## src/rtl/instr_fetch_ctrl.sv

```systemverilog
// Fetch sequencer for an 8K x 32 synchronous-read instruction ROM: owns the PC, tracks the
// single in-flight read, buffers returned words and hands {pc, instr} to decode over valid/ready.
module instr_fetch_ctrl #(
  parameter logic [31:0] RESET_PC   = 32'h0000_0000,
  parameter int          FIFO_DEPTH = 2
) (
  input  logic        i_clk,
  input  logic        i_rst_n,
  input  logic        i_en,
  input  logic        i_redirect,
  input  logic [31:0] i_redirect_pc,
  output logic [12:0] o_imem_addr,
  input  logic [31:0] i_imem_rd,
  output logic        o_valid,
  input  logic        i_ready,
  output logic [31:0] o_pc,
  output logic [31:0] o_instr,
  output logic [31:0] o_fetch_cnt
);

  localparam int PW = (FIFO_DEPTH > 2) ? 2 : 1;
  localparam int OW = $clog2(FIFO_DEPTH + 1);

  typedef enum logic {IDLE, RUN} state_t;

  state_t        state;
  logic [31:0]   fetch_pc;
  logic [31:0]   inflight_pc;
  logic          inflight;
  logic [31:0]   fetch_cnt;
  logic [31:0]   pc_mem    [FIFO_DEPTH];
  logic [31:0]   instr_mem [FIFO_DEPTH];
  logic [PW-1:0] rd_ptr;
  logic [PW-1:0] wr_ptr;
  logic [OW-1:0] occ;

  logic          pop;
  logic          push;
  logic          issue;
  logic [OW:0]   credit;
  logic [31:0]   pc_next;

  function automatic logic [PW-1:0] ptr_inc(input logic [PW-1:0] p);
    return (p == PW'(FIFO_DEPTH - 1)) ? '0 : p + PW'(1);
  endfunction

  assign o_valid     = (occ != '0);
  assign o_pc        = pc_mem[rd_ptr];
  assign o_instr     = instr_mem[rd_ptr];
  assign o_fetch_cnt = fetch_cnt;

  assign pop     = o_valid & i_ready;
  assign push    = inflight;
  assign pc_next = fetch_pc + 32'd4;

  // Credit counts buffered words plus the one in flight, less the word leaving this cycle,
  // so a returning word can always be pushed.
  assign credit = {1'b0, occ} + (OW+1)'(inflight) - (OW+1)'(pop);
  assign issue  = (state == RUN) & i_en & ~i_redirect & (credit < (OW+1)'(FIFO_DEPTH));

  always_ff @(posedge i_clk or negedge i_rst_n) begin
    if (!i_rst_n) begin
      state       <= IDLE;
      fetch_pc    <= RESET_PC;
      o_imem_addr <= RESET_PC[14:2];
      inflight    <= 1'b0;
      inflight_pc <= '0;
      fetch_cnt   <= '0;
      rd_ptr      <= '0;
      wr_ptr      <= '0;
      occ         <= '0;
      for (int i = 0; i < FIFO_DEPTH; i++) begin
        pc_mem[i]    <= '0;
        instr_mem[i] <= '0;
      end
    end else begin
      state <= i_en ? RUN : IDLE;
      if (pop) fetch_cnt <= fetch_cnt + 32'd1;

      if (i_redirect) begin
        // Wrong-path words, buffered or returning, are dropped.
        fetch_pc    <= {i_redirect_pc[31:2], 2'b00};
        o_imem_addr <= i_redirect_pc[14:2];
        inflight    <= 1'b0;
        rd_ptr      <= '0;
        wr_ptr      <= '0;
        occ         <= '0;
      end else begin
        inflight <= issue;
        if (issue) begin
          inflight_pc <= fetch_pc;
          fetch_pc    <= pc_next;
          o_imem_addr <= pc_next[14:2];
        end
        if (push) begin
          pc_mem[wr_ptr]    <= inflight_pc;
          instr_mem[wr_ptr] <= i_imem_rd;
          wr_ptr            <= ptr_inc(wr_ptr);
        end
        if (pop) rd_ptr <= ptr_inc(rd_ptr);
        occ <= occ + OW'(push) - OW'(pop);
      end
    end
  end

endmodule

```

## config.mk

```make
export PLATFORM = sky130hd
export DESIGN_NAME = instr_fetch_ctrl
export DESIGN_NICKNAME = d
export VERILOG_FILES = /design/src/rtl/instr_fetch_ctrl.sv
export SDC_FILE = /design/constraint.sdc
export NUM_CORES = 1
export LEC_CHECK = 0
export CORE_ASPECT_RATIO = 0.9
export CORE_MARGIN = 2
export CORE_UTILIZATION = 53
export DETAILED_ROUTE_END_ITERATION = 8
export DONT_BUFFER_PORTS = 1
export GPL_TIMING_DRIVEN = 1
export HOLD_SLACK_MARGIN = 0.08
export PLACE_DENSITY = 0.74
export SYNTH_ARGS = -nofsm -noshare
export SYNTH_HDL_FRONTEND = slang
export SYNTH_SLANG_ARGS = --single-unit
export TNS_END_PERCENT = 30
```

## constraint.sdc

```tcl
create_clock -name i_clk -period 6.55 [get_ports i_clk]
set_input_delay 1.6375 -clock i_clk [delete_from_list [all_inputs] [get_ports i_clk]]
set_output_delay 1.6375 -clock i_clk [all_outputs]
set_load 0.02 [all_outputs]
```

==> results.toml <==
[power_and_ir_drop]
total_leakage_power_nw = 5.12
peakVddDrop_mv = 0.261
powerDensity_nw_per_um2 = 445

[die]
pin_count = 179
fp.dieArea_um2 = 20000
row_count = 47
die-height_um = 134
coreArea_um2 = 18400
die_width_um = 149
initial_core_util_pct = 54.3

[setup_path]
cpMostUsedCell = "sky130_fd_sc_hd__inv_1"
timing_worst_setup_path_type = "in2reg"
cp_peak_stage_delay_ns = 0.51
end_kind = "flip-flop"
critical_path_arrival_ns = 4.85
path_cells = "o21ai_1 -> inv_1 -> ha_1 -> inv_1 -> ha_1 -> inv_1 -> fa_1 -> nand4b_1 -> or2_2 -> inv_1 -> buf_4 -> nand4_1 -> o21ai_0 -> o311ai_0"
timing.critical_path.required_ns = 6.91
worstSetupStartpointType = "primary input"
slowest_stage = "sky130_fd_sc_hd__fa_1"
cp_max_fo = 48
reg2reg_depth = 14

[final_layout]
regArea_um2 = 5560
finalNetCount = 878
instances_no_fill = 1067
layout_overhead_on_the_synthesized_area_pct = 9.69
fill_cells = 1423
area_of_combinational_cells_with_multiple_inputs_um2 = 4150
drive_gt1_share_pct = 30.3
final_common_cell = "sky130_fd_sc_hd__dfrtp_1"
layout.cells.most_common_list = "sky130_fd_sc_hd__dfrtp_1 (221), sky130_fd_sc_hd__mux2_2 (186), sky130_fd_sc_hd__nand2_1 (135)"
num_antenna_cells = 0

[clock_network]
clock_tree.htree_level_count = 1
ctsLongestPathBuffers = 3
clk_latency_ns = 0.51
cts_tree = "built"
cts.sinks = 222
clock_tree.root_cell = "sky130_fd_sc_hd__clkbuf_16"
post-cts-setup-buffers = 0
postCtsResizedCells = 0
cts_hold_buf = 0
numCtsBuffers = 24
path_clk_slew_ns = 0.06

[sta]
maximum_achievable_frequency_mhz = 223
rsz_0062_raised_after_global_routing = "false"
fin_crit_sh_pct = 68.6
slew_headroom_pct = 16.3
final.min_clock_period_ns = 4.49
fin_worst_skew_ns = 0.0151
max_slew.worst_pin.slew_ns = 1.25
setup-tns-final_ns = 0
final-hold-violation-count = 0
hold_slack_ns = 0.494
finalSetupViolCount = 0
final_max_tran_viols = 0

[global_route]
grt_antenna_before_repair = 0
first_global_vias = 6507
grt_max_degree = 223
first_pass_grt_wire_length_um = 34100
grt.total_usage_pct = 21.4
globalRoute.totalOverflow = 0

[route]
drc = 0
detail_route.wirelength_um = 21300
drt_first_pass_iters = 7
detail_route.wl_per_cell_um = 20.0
via_count = 6245
drt-vias-per-instance = 5.85
drt_initial_violations = 403
route.antenna.remaining_nets = 0

[job]
number_of_max_cap_violations = 0

[placed_design]
dp_hpwl_um = 13900
cell_count_after_placement = 1023
port-buffer-count = 0
gp_congestion = 0.780

[logic_synthesis]
fraction_of_registers_with_async_set_or_reset_after_synthesis_pct = 100
ys_seq_elements = 222
synth_ff_type = "sky130_fd_sc_hd__dfrtp_1"
mean_instance_size_in_the_synthesized_netlist_um2 = 12.1
synth_area_leader_cell = "sky130_fd_sc_hd__dfrtp_1"
syn_area_um2 = 9990
synth-edff-count = 0
netlist_top_cells_area = "sky130_fd_sc_hd__dfrtp_1 (56%), sky130_fd_sc_hd__mux2_2 (21%), sky130_fd_sc_hd__nand2_1 (5.1%), sky130_fd_sc_hd__xnor2_1 (2.3%), sky130_fd_sc_hd__nand3_1 (1.2%)"
seq_area_frac_synth_pct = 55.6
ys_warn_count = 0
post_synth_num_cell_types = 48
synthDominantCellAreaShare_pct = 55.6
netlist_instances = 824

[status]
status = "finished clean"

[min_path]
hold_class = "reg2reg"
worst_hold_path.num_cells = 2
[synthesized netlist by cell type (all sizes together) (2+ instances only)]
| library cell | instances |
|---|---|
| nand2 | 135 |
| a21o | 3 |
| clkbuf | 22 |
| a21oi | 7 |
| buf | 31 |
| and4 | 5 |
| nand3 | 25 |
| nand4 | 19 |
| a32oi | 2 |
| mux2 | 186 |
| inv | 9 |
| o211ai | 7 |
| nor4 | 8 |
| ha | 4 |
| a221o | 5 |
| and2 | 4 |
| o311ai | 7 |
| and3 | 4 |
| dfrtp | 222 |
| nor2b | 6 |
| nor3b | 2 |
| xor2 | 9 |
| nor3 | 8 |
| xnor2 | 26 |
| or2 | 4 |
| nand4b | 2 |
| nor2 | 23 |
| nand3b | 6 |
| o21ai | 21 |
| a22oi | 2 |
| a31oi | 2 |
[critical path: cells and delay by family]
| family | cells | cell delay (ns) |
|---|---|---|
| buffers and inverters | 5 | 0.85 |
| AND/OR/NAND/NOR | 3 | 0.75 |
| AO/OA/AOI/OAI | 3 | 0.63 |
| adder cells (fa/ha/maj) | 3 | 0.97 |
[final cells by class]
cell class,count,share of cell area [%]
flip-flops and latches,222,50.7
multi-input cells,541,37.8
well taps,245,2.80
clock buffers,31,6.37
inverters,9,0.308
repair buffers,6,0.411
clock inverters,13,1.60
[state kept, by name, summed over array words and instances, names as in the netlist]
name	count
fetch_pc	18
inflight_pc	30
o_fetch_cnt	32
o_imem_addr	12
wr_ptr	1
rd_ptr	1
state	1
occ	2
inflight	1
instr_mem	64
pc_mem	60
[report_power, final]
| part | internal, mW | switching (mW) | total [mW] |
|---|---|---|---|
| logic | 0.574 | 0.742 | 1.32 |
| registers | 1.80 | 0.317 | 2.12 |
| clock network | 0.910 | 0.531 | 1.44 |
[stage by stage]
| step | utilization (%) | setup WS, ns | area [um2] | power [mW] |
|---|---|---|---|---|
| floorplan | - | 2.33 | 10000 | 3.20 |
| global placement | 54.8 | 1.74 | 10100 | 3.38 |
| detailed placement | 54.8 | 1.55 | 10100 | 3.47 |
| CTS | 59.5 | 2.09 | 11000 | 4.93 |
| global route | 59.5 | 1.64 | 11000 | 5.14 |
| finish | 59.5 | 2.06 | 11000 | 4.87 |
[cells by family after synthesis]
family | Yosys count | share of synthesized area [%]
AND/OR/NAND/NOR | 252 | 12.5
other | 1 | 0.0375
XOR/XNOR | 35 | 3.07
multiplexers | 186 | 21.0
adder cells (fa/ha/maj) | 5 | 0.701
flip-flops | 222 | 55.6
buffers and inverters | 62 | 3.01
AO/OA/AOI/OAI | 61 | 4.13
[layer usage]
layer  track usage [%]  up-vias  routed length [um]
met1              26.7     3158                8650
li1                  -     2850                   -
met5                 0        -                   0
met4              6.51        0                 515
met2              36.8      203               10600
met3              5.65       34                1570
[path summary, 6_finish.rpt]
check | slack [ns] | from | to
min in group asynchronous | 0.83 | i_rst_n | pc_mem[7]
setup / recovery | 2.06 | i_ready | o_imem_addr[7]
max in group asynchronous | 5.48 | i_rst_n | rd_ptr
hold reg to reg | 0.49 | inflight_pc[10] | inflight_pc[10]
setup reg to reg | 2.54 | occ[1] | o_imem_addr[7]
hold / removal | 0.49 | inflight_pc[10] | inflight_pc[10]
Power figures use the tool's default switching activity.
